===== src/rtl/slice_pkg.sv =====
// slice_pkg: state encoding and beat-count helpers shared by the slice serializer and the receive-side converter
package slice_pkg;

    typedef enum logic [1:0] {EMPTY, ONE, TWO} state_t;

    function automatic int beats(input int length, input int slice_size);
        return length / slice_size;
    endfunction

    function automatic int cnt_w(input int n);
        return (n <= 1) ? 1 : $clog2(n);
    endfunction

endpackage


===== src/rtl/slice_stream_serializer_lane_mux.sv =====
// slice_lane_mux: picks one beat's slice out of a lane word field; SLICE_SER_MSB_FIRST_EN reverses the beat order
module slice_lane_mux #(
`ifdef SLICE_SER_MSB_FIRST_EN
    parameter int BEATS           = 8,
`endif
    parameter int MAX_WORD_LENGTH = 32,
    parameter int Slice_Size      = 4,
    parameter int CW              = 3
) (
    input  logic [MAX_WORD_LENGTH-1:0] field,
    input  logic [CW-1:0]              beat,
    output logic [Slice_Size-1:0]      slice
);

    logic [CW-1:0] sel;

`ifdef SLICE_SER_MSB_FIRST_EN
    assign sel = CW'(BEATS - 1) - beat;
`else
    assign sel = beat;
`endif

    assign slice = field[sel * Slice_Size +: Slice_Size];

endmodule


===== src/rtl/slice_stream_serializer.sv =====
// slice_stream_serializer: double-buffered word-to-slice serializer; SLICE_SER_MSB_FIRST_EN selects MSB-first slice order
module slice_stream_serializer
    import slice_pkg::*;
#(
    parameter int SIZE            = 1,
    parameter int PE              = 2,
    parameter int MAX_WORD_LENGTH = 32,
    parameter int LENGTH          = 32,
    parameter int Slice_Size      = 4
) (
    input  logic                                 clk,
    input  logic                                 reset,
    input  logic                                 flush,
    input  logic                                 word_valid,
    output logic                                 word_ready,
    input  logic [SIZE*PE*MAX_WORD_LENGTH-1:0]   word_data,
    output logic                                 slice_valid,
    input  logic                                 slice_ready,
    output logic [SIZE*PE*Slice_Size-1:0]        slice_data,
    output logic                                 slice_first,
    output logic                                 slice_last,
    output logic                                 busy
);

    localparam int LANES = SIZE * PE;
    localparam int BEATS = beats(LENGTH, Slice_Size);
    localparam int CW    = cnt_w(BEATS);
    localparam int WW    = LANES * MAX_WORD_LENGTH;

    state_t          state;
    logic [CW-1:0]   beat;
    logic [WW-1:0]   active;
    logic [WW-1:0]   pending;
    logic [LANES*Slice_Size-1:0] lane_slice;
    logic            accept;
    logic            consume;
    logic            last_beat;

    assign word_ready  = (state != TWO) && !flush;
    assign accept      = word_valid && word_ready;
    assign slice_valid = (state != EMPTY);
    assign busy        = (state != EMPTY);
    assign consume     = slice_valid && slice_ready;
    assign last_beat   = (beat == CW'(BEATS - 1));
    assign slice_first = slice_valid && (beat == '0);
    assign slice_last  = slice_valid && last_beat;

    for (genvar i = 0; i < LANES; i++) begin : g_lane
        slice_lane_mux #(
`ifdef SLICE_SER_MSB_FIRST_EN
            .BEATS           (BEATS),
`endif
            .MAX_WORD_LENGTH (MAX_WORD_LENGTH),
            .Slice_Size      (Slice_Size),
            .CW              (CW)
        ) u_mux (
            .field (active[i*MAX_WORD_LENGTH +: MAX_WORD_LENGTH]),
            .beat  (beat),
            .slice (lane_slice[i*Slice_Size +: Slice_Size])
        );
    end

    // Hold the output at zero whenever no beat is being presented
    always_comb begin
        slice_data = slice_valid ? lane_slice : '0;
    end

    // Buffer occupancy FSM with beat counter; flush overrides every other event
    always_ff @(posedge clk or posedge reset) begin
        if (reset) begin
            state   <= EMPTY;
            beat    <= '0;
            active  <= '0;
            pending <= '0;
        end else if (flush) begin
            state <= EMPTY;
            beat  <= '0;
        end else begin
            case (state)
                EMPTY: begin
                    if (accept) begin
                        active <= word_data;
                        beat   <= '0;
                        state  <= ONE;
                    end
                end
                ONE: begin
                    if (consume && last_beat) begin
                        beat <= '0;
                        if (accept) active <= word_data;
                        else        state  <= EMPTY;
                    end else begin
                        if (consume) beat <= beat + CW'(1);
                        if (accept) begin
                            pending <= word_data;
                            state   <= TWO;
                        end
                    end
                end
                TWO: begin
                    if (consume && last_beat) begin
                        active <= pending;
                        beat   <= '0;
                        state  <= ONE;
                    end else if (consume) begin
                        beat <= beat + CW'(1);
                    end
                end
                default: begin
                    state <= EMPTY;
                    beat  <= '0;
                end
            endcase
        end
    end

endmodule


===== config.mk =====
export PLATFORM = sky130hd
export DESIGN_NAME = slice_stream_serializer
export DESIGN_NICKNAME = d
export VERILOG_FILES = /design/src/rtl/slice_pkg.sv /design/src/rtl/slice_stream_serializer_lane_mux.sv /design/src/rtl/slice_stream_serializer.sv
export SDC_FILE = /design/constraint.sdc
export NUM_CORES = 1
export LEC_CHECK = 0
export ABC_AREA = 1
export CORE_ASPECT_RATIO = 1.25
export CORE_MARGIN = 2
export CORE_UTILIZATION = 38
export DETAILED_ROUTE_END_ITERATION = 10
export HOLD_SLACK_MARGIN = 0.1
export REMOVE_ABC_BUFFERS = 1
export SYNTH_ARGS = -nofsm -noshare
export SYNTH_HDL_FRONTEND = slang
export SYNTH_HIERARCHICAL = 1
export SYNTH_SLANG_ARGS = --single-unit

===== constraint.sdc =====
create_clock -name clk -period 6.52 [get_ports clk]
set_input_delay 1.956 -clock clk [delete_from_list [all_inputs] [get_ports clk]]
set_output_delay 1.956 -clock clk [all_outputs]
set_load 0.005 [all_outputs]

# Word level (Yosys, flattened, before mapping)
# Cells that the tools add are included.
[op_classes]
bitwise_logic = 2
n_mul = 0
muxes = 17
n_eq_ne = 11
order_cmp = 0
n_reduce_logical = 16
n_addsub = 1
shift = 2
n_div = 0
[op_table]
columns = ["operator", "count"]
rows = [
  ["$mux W64", 3],
  ["$pmux W64 S3", 1],
  ["$shiftx A32 B6 Y4", 2],
  ["$mux W2", 6],
  ["$mux W3", 4],
  ["$reduce_and A4 Y1", 3],
  ["$mux W8", 1],
  ["$ne A4 B4 Y1 const B", 2],
  ["$logic_and A1 B1 Y1", 6],
  ["$ne A2 B2 Y1 const B", 3],
  ["$ne A3 B3 Y1 const B", 2],
  ["$pmux W2 S3", 1],
  ["$pmux W3 S2", 1],
  ["$ne A4 B1 Y1 const B", 1],
  ["$add A3 B1 Y3 const B", 1],
  ["$eq A3 B3 Y1 const B", 1],
  ["$logic_not A3 Y1", 1],
  ["$reduce_bool A3 Y1", 1],
  ["$eq A2 B1 Y1 const B", 1],
  ["$eq A2 B2 Y1 const B", 1],
  ["$logic_not A2 Y1", 1],
  ["$not A1 Y1", 2],
  ["$reduce_and A2 Y1", 1],
  ["$reduce_bool A2 Y1", 1],
  ["2 further kinds", 2],
]
[word_totals]
n_memories = 0
romBits = 0
mem_bits_rw = 0
elab_cells = 53
output_inout_bits = 13
reg_bits = 133
latchBits = 0
inputBits = 69

# Depth between registers and ports, before layout
# Gate-level depths: netlist (run 1).
[logic_depth]
word_depth = 7
depth_mapped = 11
mapped_depth_nobuf = 10

# By module
# Netlist (run 1), hierarchy kept.
[modules_own_cells]
columns = ["mod", "instances", "cells_per_inst", "area_each_um2"]
rows = [
  ["slice_stream_serializer", 1, 678, 6172.2],
  ["slice_lane_mux", 2, 107, 444.2],
]

# Worst setup path after synthesis (run 1)
# No wires, ideal clock.
[synth_path]
kind = "in2out"
startpoint = "input port flush"
endpoint = "output port word_ready"
cell_stages = 1
slack_ps = 2500
path_buffers = 0
arrival_ps = 2064
cell_sequence = "nor2_2"
[synth_via]
elab_chain_len = 2
[synth_rtl]
columns = ["item", "line", "source"]
rows = [
  ["from (decl)", "slice_stream_serializer.sv:13", "input logic flush,"],
  ["$logic_not A1 Y1", "slice_stream_serializer.sv:39", "assign word_ready = (state != TWO) && !flush;"],
  ["$logic_and A1 B1 Y1", "slice_stream_serializer.sv:39", ""],
  ["to (decl)", "slice_stream_serializer.sv:15", "output logic word_ready,"],
]
# No other way between the ends.

# Worst setup path in the final report (run 1)
# Ends and elaborated chain as after synthesis.

==> metrics, run 1 <==
dpl cells=1158; vias in the first global route=5271; Synth Area in Compound Gates=0.146; Final #Nets=1025; gp weighted congestion=0.838; critical path endpoint category=primary output; routed length per instance=12.5 um; Tcrit/Tclk final=0.776; RSZ-0062 raised after global routing=no; slew margin rel.=0.422; clock buffer depth=2; main combinational cell family by area after synthesis=simple AND/OR/NAND/NOR gates; Synth cell types=26; area growth from synthesis to layout=19.5%; HP Class=flip-flop to flip-flop; Synth Area in Simple Gates=0.217; drt pass-1 iters=4; largest net degree at the start of global routing=81; Sink Count=133; GRT overflow=0; Synth Area in XOR/XNOR=0; final total power=0.00363 W; clock root buffer=clkbuf_16; max-cap viol count=0; TNS Setup=0 ps; clock period minus worst slack=5060 ps; CP max FO=5; Synth Warn #=6; Syn Std Cell Area=7060 um^2; port bufs=81; Synth Area in Adders=0.0124; DPL Wire Length=9.59 mm; final WL=14.9 mm; Core Region=18200 um^2; Die X=126 um; post-route ant nets=0; worst setup path class=input port to primary output; Power Density=430 nW/um^2; gr usage total=0.164; clock-pin slew of the registers on the worst-case setup and hold paths=60 ps; share of layout cells above drive strength 1=0.133; fin cells=1189; CTS Hold Bufs=0; sequential share of the synthesized area=0.471; max-slew violation count=0; worst slack, placed=1460 ps; first-pass GRT wire length=26.0 mm; FP Rows=55; CP Data Arrival Time=3100 ps; IR drop worst, VDD=0.179 mV; # DRC=0; post-cts repair resize count=0; Synth top area share=0.471; Synth Register Bits=133; initial antenna violation count=0; via/cell ratio=4.56; status=finished clean; Post-Syn Instances=892; effective utilization at floorplan=0.389; Layout Skew=6.33 ps; n_diodes=0; Fin. Hold Viols=0; cell type with the largest total area after synthesis=dfrtp_1; CTS tree=built; CTS H-tree depth=4; CP Data Required Time=4560 ps; Max Fclk=0.198 GHz; I/O pin count=82; die area=19700 um^2; slew at the pin closest to its max-slew limit=867 ps; Clock Latency Late Sink=420 ps; Avg Cell Area, Syn=7.92 um^2; Post-Route Utilization=0.465; multiplexer area fraction after synthesis=0.0298; leakage power total=4.03 nW; Final WS setup=1460 ps; total CTS buffers=17; die height=156 um; via count=5425; type of origin of the critical path=input port; # setup viols final=0; Initial DRC Count=329; postcts setup bufs=0; largest cells by area after synthesis=dfrtp_1 47%, nand2_1 18%, o21ai_2 7.9%
layer usage:
| layer | vias up | global-route usage | share of wire |
|---|---|---|---|
| li1 | 2860 | - | - |
| met1 | 2460 | 0.209 | 0.46 |
| met2 | 86 | 0.275 | 0.48 |
| met3 | 19 | 0.0332 | 0.033 |
| met4 | 0 | 0.0602 | 0.018 |
| met5 | - | 0 | 0 |
synth_stat cells:
cell type / instances
clkbuf_2: 1
nor2_1: 14
clkbuf_1: 10
buf_1: 1
inv_1: 110
ha_1: 7
nor2_4: 1
or2_1: 1
dfrtp_1: 133
buf_6: 17
nand3_2: 1
nand2_2: 1
nand3_1: 36
buf_4: 10
o21ai_0: 90
mux2i_1: 21
inv_4: 2
inv_2: 20
clkinv_1: 2
nor2_2: 1
o21ai_2: 64
buf_2: 10
nand4_1: 1
nand2_1: 334
a21oi_1: 3
o21ai_1: 1
cell usage in the layout (no fill, tap or decap), drive strengths merged:
master / synthesis / final
nand2: 335 / 335
o21ai: 155 / 155
dfrtp: 133 / 133
inv: 132 / 132
clkdlybuf4s50: 0 / 81
nand3: 37 / 37
mux2i: 21 / 21
clkbuf: 11 / 21
nor2: 16 / 16
clkinv: 2 / 9
ha: 7 / 7
buf: 38 / 6
a21oi: 3 / 3
bufinv: 0 / 2
or2: 1 / 1
nand4: 1 / 1
clkinvlp: 0 / 1
through the flow:
step                      instance area, um^2  hold slack [ps]
after CTS                                8440              473
after global routing                     8440              484
after detailed placement                 7870              458
after floorplan                          6700              442
final                                    8440              468
after global placement                   7870              453
worst paths after layout:
check	slack, ps	startpoint	end	depth (start not counted)
max	1460	flush	word_ready	3
min	470	pending[16]$_DFFE_PP0P_	pending[16]$_DFFE_PP0P_	2
max reg2reg	2920	beat[0]$_DFFE_PP0P_	active[1]$_DFFE_PP0P_	9
min reg2reg	470	pending[16]$_DFFE_PP0P_	pending[16]$_DFFE_PP0P_	2
max in group asynchronous	3410	reset	pending[53]$_DFFE_PP0P_	3
min in group asynchronous	2060	reset	pending[54]$_DFFE_PP0P_	2
critical path: stages:
cell	delay, ps
clkdlybuf4s50_1	480
nor2_2	150
clkdlybuf4s50_1	520
sequential cells by signal (all words and copies together), names as in the netlist:
| name | flops |
|---|---|
| pending | 64 |
| active | 64 |
| beat | 3 |
| state | 2 |
cell families after synthesis:
group | Yosys count
flip-flops | 133
adder cells (fa/ha/maj) | 7
AND/OR/NAND/NOR | 390
buffers and inverters | 183
AO/OA/AOI/OAI | 158
multiplexers | 21
power breakdown:
part	internal, W	switching [W]
clock	0.000577	0.000353
combinational	0.000532	0.000761
sequential	0.00121	0.000197
cell type report:
class,count,area (um^2)
clock inverters,10,106
well taps,228,285
multi-input cells,576,2880
repair buffers,87,868
fillers,1828,9730
clock buffers,21,460
flip-flops and latches,133,3330
inverters,134,510
No activity file was read; power rests on OpenSTA's default activity.
==> run 2: changes to the inputs <==
Clock period 6.52 ns to 4.2 ns, I/O delays scaled along.
==> run 2 against run 1 <==
Wire length is 0.91% lower; global-route usage decreased by 0.61 points; sequential share of layout area fell by 0.42 points; clock skew hardly changed; worst setup slack worse by 980 ps; largest cell class unchanged.
==> metrics, run 2 (synthesis results as in run 1) <==
die area=19700 um^2 (unchanged); type of origin of the critical path=flip-flop; FF-to-FF Start=state[0]$_DFFE_PP0P_; Core Region=18200 um^2 (unchanged); Die X=126 um (unchanged); port bufs=81 (unchanged); gr usage total=0.158 (-0.00605); clock root buffer=clkbuf_16; leakage power total=4.08 nW (+1.0%); Initial DRC Count=285 (-13%); n_diodes=0 (unchanged); vias in the first global route=5106 (-3.1%); reg2reg setup slack=1610 ps (-1310 ps); CTS Hold Bufs=0 (unchanged); Clock Latency Late Sink=420 ps (about the same); postcts setup bufs=0 (unchanged); commonest non-fill, non-tap cells in the layout=333 x nand2_1, 133 x dfrtp_1, 109 x inv_1; RSZ-0062 raised after global routing=no; via/cell ratio=4.59 (+0.50%); initial antenna violation count=0 (unchanged); Largest regs=active (64), pending (64), beat (3); hold depth=2 (unchanged); Sink Count=133 (unchanged); CTS tree=built; post-cts repair resize count=0 (unchanged); max-slew violation count=0 (unchanged); HP Class=flip-flop to flip-flop; clock buffer depth=2 (unchanged); Power Density=674 nW/um^2 (+57%); TNS Setup=0 ps (unchanged); critical path endpoint category=primary output; first-pass GRT wire length=25.0 mm (-3.9%); Post-Route Utilization=0.470 (+0.00496); fin cells=1192 (+0.25%); CP Data Arrival Time=2460 ps (-640 ps); effective utilization at floorplan=0.389 (unchanged); post-route ant nets=0 (unchanged); max-cap viol count=0 (unchanged); hold slack=465 ps (-2.52 ps); clock period minus worst slack=3720 ps; Register Area=3330 um^2 (unchanged); final total power=0.00575 W (+58%); CTS H-tree depth=4 (unchanged); area growth from synthesis to layout=20.8%; Tcrit/Tclk final=0.886; via count=5466 (+0.76%); # setup viols final=0 (unchanged); # DRC=0 (unchanged); die height=156 um (unchanged); gp weighted congestion=0.822 (-1.9%); Max Fclk=0.269 GHz; I/O pin count=82 (unchanged); Final #Nets=1027 (+0.20%); CP max FO=21 (+16); slew margin rel.=0.442 (+0.0201); slew at the pin closest to its max-slew limit=836 ps (-30.1 ps); Layout Skew=5.84 ps (-0.489 ps); clock-pin slew of the registers on the worst-case setup and hold paths=50 ps (about the same); final WL=14.7 mm (-0.91%); CP Data Required Time=2940 ps (-1620 ps); hold endpoint=pending[10]$_DFFE_PP0P_; GRT overflow=0 (unchanged); share of layout cells above drive strength 1=0.135 (+0.00166); Fin. Hold Viols=0 (unchanged); most common cell after layout, fill and taps aside=nand2_1; filler cell count=1847 (+1.0%); IR drop worst, VDD=0.314 mV (+76%); routed length per instance=12.4 um (-1.2%); drt pass-1 iters=4 (unchanged); DPL Wire Length=9.45 mm (-1.4%); footprint of the multi-input gates=2880 um^2 (unchanged); Hold Startpoint=pending[10]$_DFFE_PP0P_; largest net degree at the start of global routing=129 (+59%); worst setup path class=flip-flop to primary output; worst r2r path cells=9 (unchanged); dpl cells=1160 (+0.17%); Worst R2R End=active[45]$_DFFE_PP0P_; total CTS buffers=17 (unchanged); FP Rows=55 (unchanged); status=finished clean
==> run 2: layer usage <==
layer / vias to the layer above / share of wire / global-route usage
met4: 0 / 0.015 / 0.0570
met2: 81 / 0.49 / 0.266
met3: 20 / 0.033 / 0.0321
li1: 2866 / - / -
met1: 2499 / 0.47 / 0.200
met5: - / 0 / 0
==> run 2: layout make-up <==
type,count,share of cell area
Sequential cell,133,0.390
Multi-Input combinational cell,576,0.338
Timing Repair Buffer,89,0.106
Inverter,134,0.0598
Clock buffer,22,0.0544
Tap cell,228,0.0334
Clock inverter,10,0.0179
==> run 2: how the worst max path moves through the flow <==
stage	start	end	slack [ps]
after floorplan	state[0]$_DFFE_PP0P_	active[0]$_DFFE_PP0P_	-2160
after global placement	flush	word_ready	550
after detailed placement	flush	word_ready	530
after CTS	beat[1]$_DFFE_PP0P_	slice_data[0]	420
after global routing	beat[1]$_DFFE_PP0P_	slice_data[3]	280
final	beat[1]$_DFFE_PP0P_	slice_data[3]	480
==> run 2: worst max-delay path, cell delays in order, from the launching register on <==
cell	delay [ps]
dfrtp_1	890
inv_2	230
nand3_1	150
nand2_1	80
nand2_1	60
nand2_1	50
inv_1	50
nor2_1	50
clkdlybuf4s50_1	480
==> run 2: stage by stage <==
stage | area (um^2) | worst slack [ps]
after floorplan | 6700 | -2160
after global placement | 7910 | 552
after detailed placement | 7910 | 535
after CTS | 8530 | 416
after global routing | 8530 | 276
final | 8530 | 481
==> run 2: report_power, final <==
| group | internal [W] | total [W] | switching [W] | leakage [nW] |
|---|---|---|---|---|
| registers | 0.00187 | 0.00215 | 0.000272 | 1.65 |
| clock network | 0.00102 | 0.00155 | 0.000533 | 0.304 |
| logic | 0.000838 | 0.00205 | 0.00121 | 2.12 |
==> run 3: changes to the inputs <==
Clock period 4.2 ns to 3.7 ns, I/O delays scaled along.
==> run 3 against run 2 <==
Register-to-register slack worse by 470 ps; worst setup slack worse by 310 ps; non-clock buffer count up 6; largest cell class unchanged; clock power up 12%; global-route usage up 0.81 points; highest routed layer unchanged; critical path depth up 1; combinational power up 15%; count of clock-buffer cells in the layout down 3; worst hold slack better by 4.2 ps.
==> metrics, run 3 (synthesis results as in run 1) <==
CTS H-tree depth=4 (unchanged); initial antenna violation count=0 (unchanged); via/cell ratio=4.59 (about the same); # DRC=0 (unchanged); share of layout cells above drive strength 1=0.143 (+0.00844); post-route ant nets=0 (unchanged); clock-pin slew of the registers on the worst-case setup and hold paths=60 ps (about the same); Clock Latency Late Sink=420 ps (about the same); GRT overflow=0 (unchanged); Sink Count=133 (unchanged); largest net degree at the start of global routing=83 (-36%); via count=5494 (+0.51%); Max Fclk=0.283 GHz; drt pass-1 iters=5 (+1); final WL=15.0 mm (+2.1%); CTS tree=built; slew at the pin closest to its max-slew limit=732 ps (-104 ps); clock period minus worst slack=3530 ps; area growth from synthesis to layout=21.5%; HP Class=flip-flop to flip-flop; DPL Wire Length=9.89 mm (+4.6%); port bufs=81 (unchanged); die area=19700 um^2 (unchanged); Core Region=18200 um^2 (unchanged); post-cts repair resize count=0 (unchanged); routed length per instance=12.5 um (+1.6%); clock buffer depth=2 (unchanged); die height=156 um (unchanged); effective utilization at floorplan=0.389 (unchanged); Largest regs=active (64), pending (64), beat (3); most common cell after layout, fill and taps aside=nand2_1; slew margin rel.=0.512 (+0.0695); # setup viols final=0 (unchanged); first-pass GRT wire length=26.2 mm (+4.7%); RSZ-0062 raised after global routing=no; total CTS buffers=17 (unchanged); FP Rows=55 (unchanged); Post-Route Utilization=0.472 (+0.00269); worst setup path class=flip-flop to primary output; gp weighted congestion=0.832 (+1.1%); vias in the first global route=5460 (+6.9%); Power Density=760 nW/um^2 (+13%); postcts setup bufs=0 (unchanged); Initial DRC Count=354 (+24%); worst slack, placed=333 ps (-202 ps); Final #Nets=1033 (+0.58%); CP Data Arrival Time=2420 ps (-40 ps); IR drop worst, VDD=0.348 mV (+11%); Final WS setup=173 ps (-308 ps); max-slew violation count=0 (unchanged); M1 GR Usage=0.206 (+0.00506); max-cap viol count=0 (unchanged); met3 usage=0.0386 (+0.00650); CP max FO=11 (-48%); CTS Hold Bufs=0 (unchanged); commonest non-fill, non-tap cells in the layout=333 x nand2_1, 133 x dfrtp_1, 109 x inv_1; busiest grt layer=met2; Placed Area=7970 um^2 (+0.73%); Post-Layout Inst Area=8580 um^2 (+0.57%); clock root buffer=clkbuf_16; status=finished clean; CP Data Required Time=2590 ps (-350 ps); n_diodes=0 (unchanged); type of origin of the critical path=flip-flop; Die X=126 um (unchanged); TNS Setup=0 ps (unchanged); critical path endpoint category=primary output; Fin. Hold Viols=0 (unchanged); I/O pin count=82 (unchanged); Tcrit/Tclk final=0.953; leakage power total=4.10 nW (+0.73%); met2 Use GR=0.282 (+0.0156); Layout Skew=5.16 ps (-0.687 ps); gr usage total=0.166 (+0.00806)
run 3: changes by cell type in the layout (fill, tap and decap cells not counted):
cell        change
bufinv_16       -1
buf_12          +1
inv_6           +1
clkbuf_1        -3
clkinvlp_4      +2
buf_4           +5
clkinv_4        +1
run 3: final timing paths:
path | from | cells after the start | end | slack, ps
max in group asynchronous | reset | 3 | active[52]$_DFFE_PP0P_ | 1910
min in group asynchronous | reset | 2 | pending[54]$_DFFE_PP0P_ | 1110
hold reg to reg | pending[12]$_DFFE_PP0P_ | 2 | pending[12]$_DFFE_PP0P_ | 470
setup / recovery | beat[1]$_DFFE_PP0P_ | 9 | slice_data[4] | 170
setup reg to reg | state[0]$_DFFE_PP0P_ | 9 | active[40]$_DFFE_PP0P_ | 1140
hold / removal | pending[12]$_DFFE_PP0P_ | 2 | pending[12]$_DFFE_PP0P_ | 470
run 3: stage by stage:
stage          power [W]  instances  hold slack, ps
3_3_place_gp     0.00478       1166             452
6_report         0.00652       1198             470
5_1_grt          0.00713       1198             499
4_1_cts          0.00661       1198             473
3_5_place_dp     0.00483       1166             458
2_1_floorplan    0.00415        843             442
run 3: metal layers:
layer	vias up	part of all wire
li1	2875	-
met1	2503	0.46
met2	95	0.49
met3	21	0.037
met4	0	0.016
met5	-	0
run 3: critical path, cell delays in order, from the launching register on:
cell,delay [ps]
dfrtp_1,570
buf_4,290
inv_2,150
nand3_1,120
nand2_1,70
nand2_1,50
nand2_1,60
inv_1,40
nor2_1,120
clkdlybuf4s50_1,520
run 3: layout make-up:
| class | count | area, um^2 |
|---|---|---|
| fillers | 1825 | 9590 |
| flip-flops and latches | 133 | 3330 |
| multi-input cells | 576 | 2880 |
| repair buffers | 95 | 966 |
| inverters | 134 | 510 |
| clock buffers | 19 | 453 |
| well taps | 228 | 285 |
| clock inverters | 13 | 155 |
run 3: power breakdown:
group          internal [W]  total [W]  switching, W
combinational      0.000964    0.00235       0.00138
clock               0.00109    0.00174      0.000644
sequential          0.00213    0.00244      0.000312
total               0.00418    0.00652       0.00234
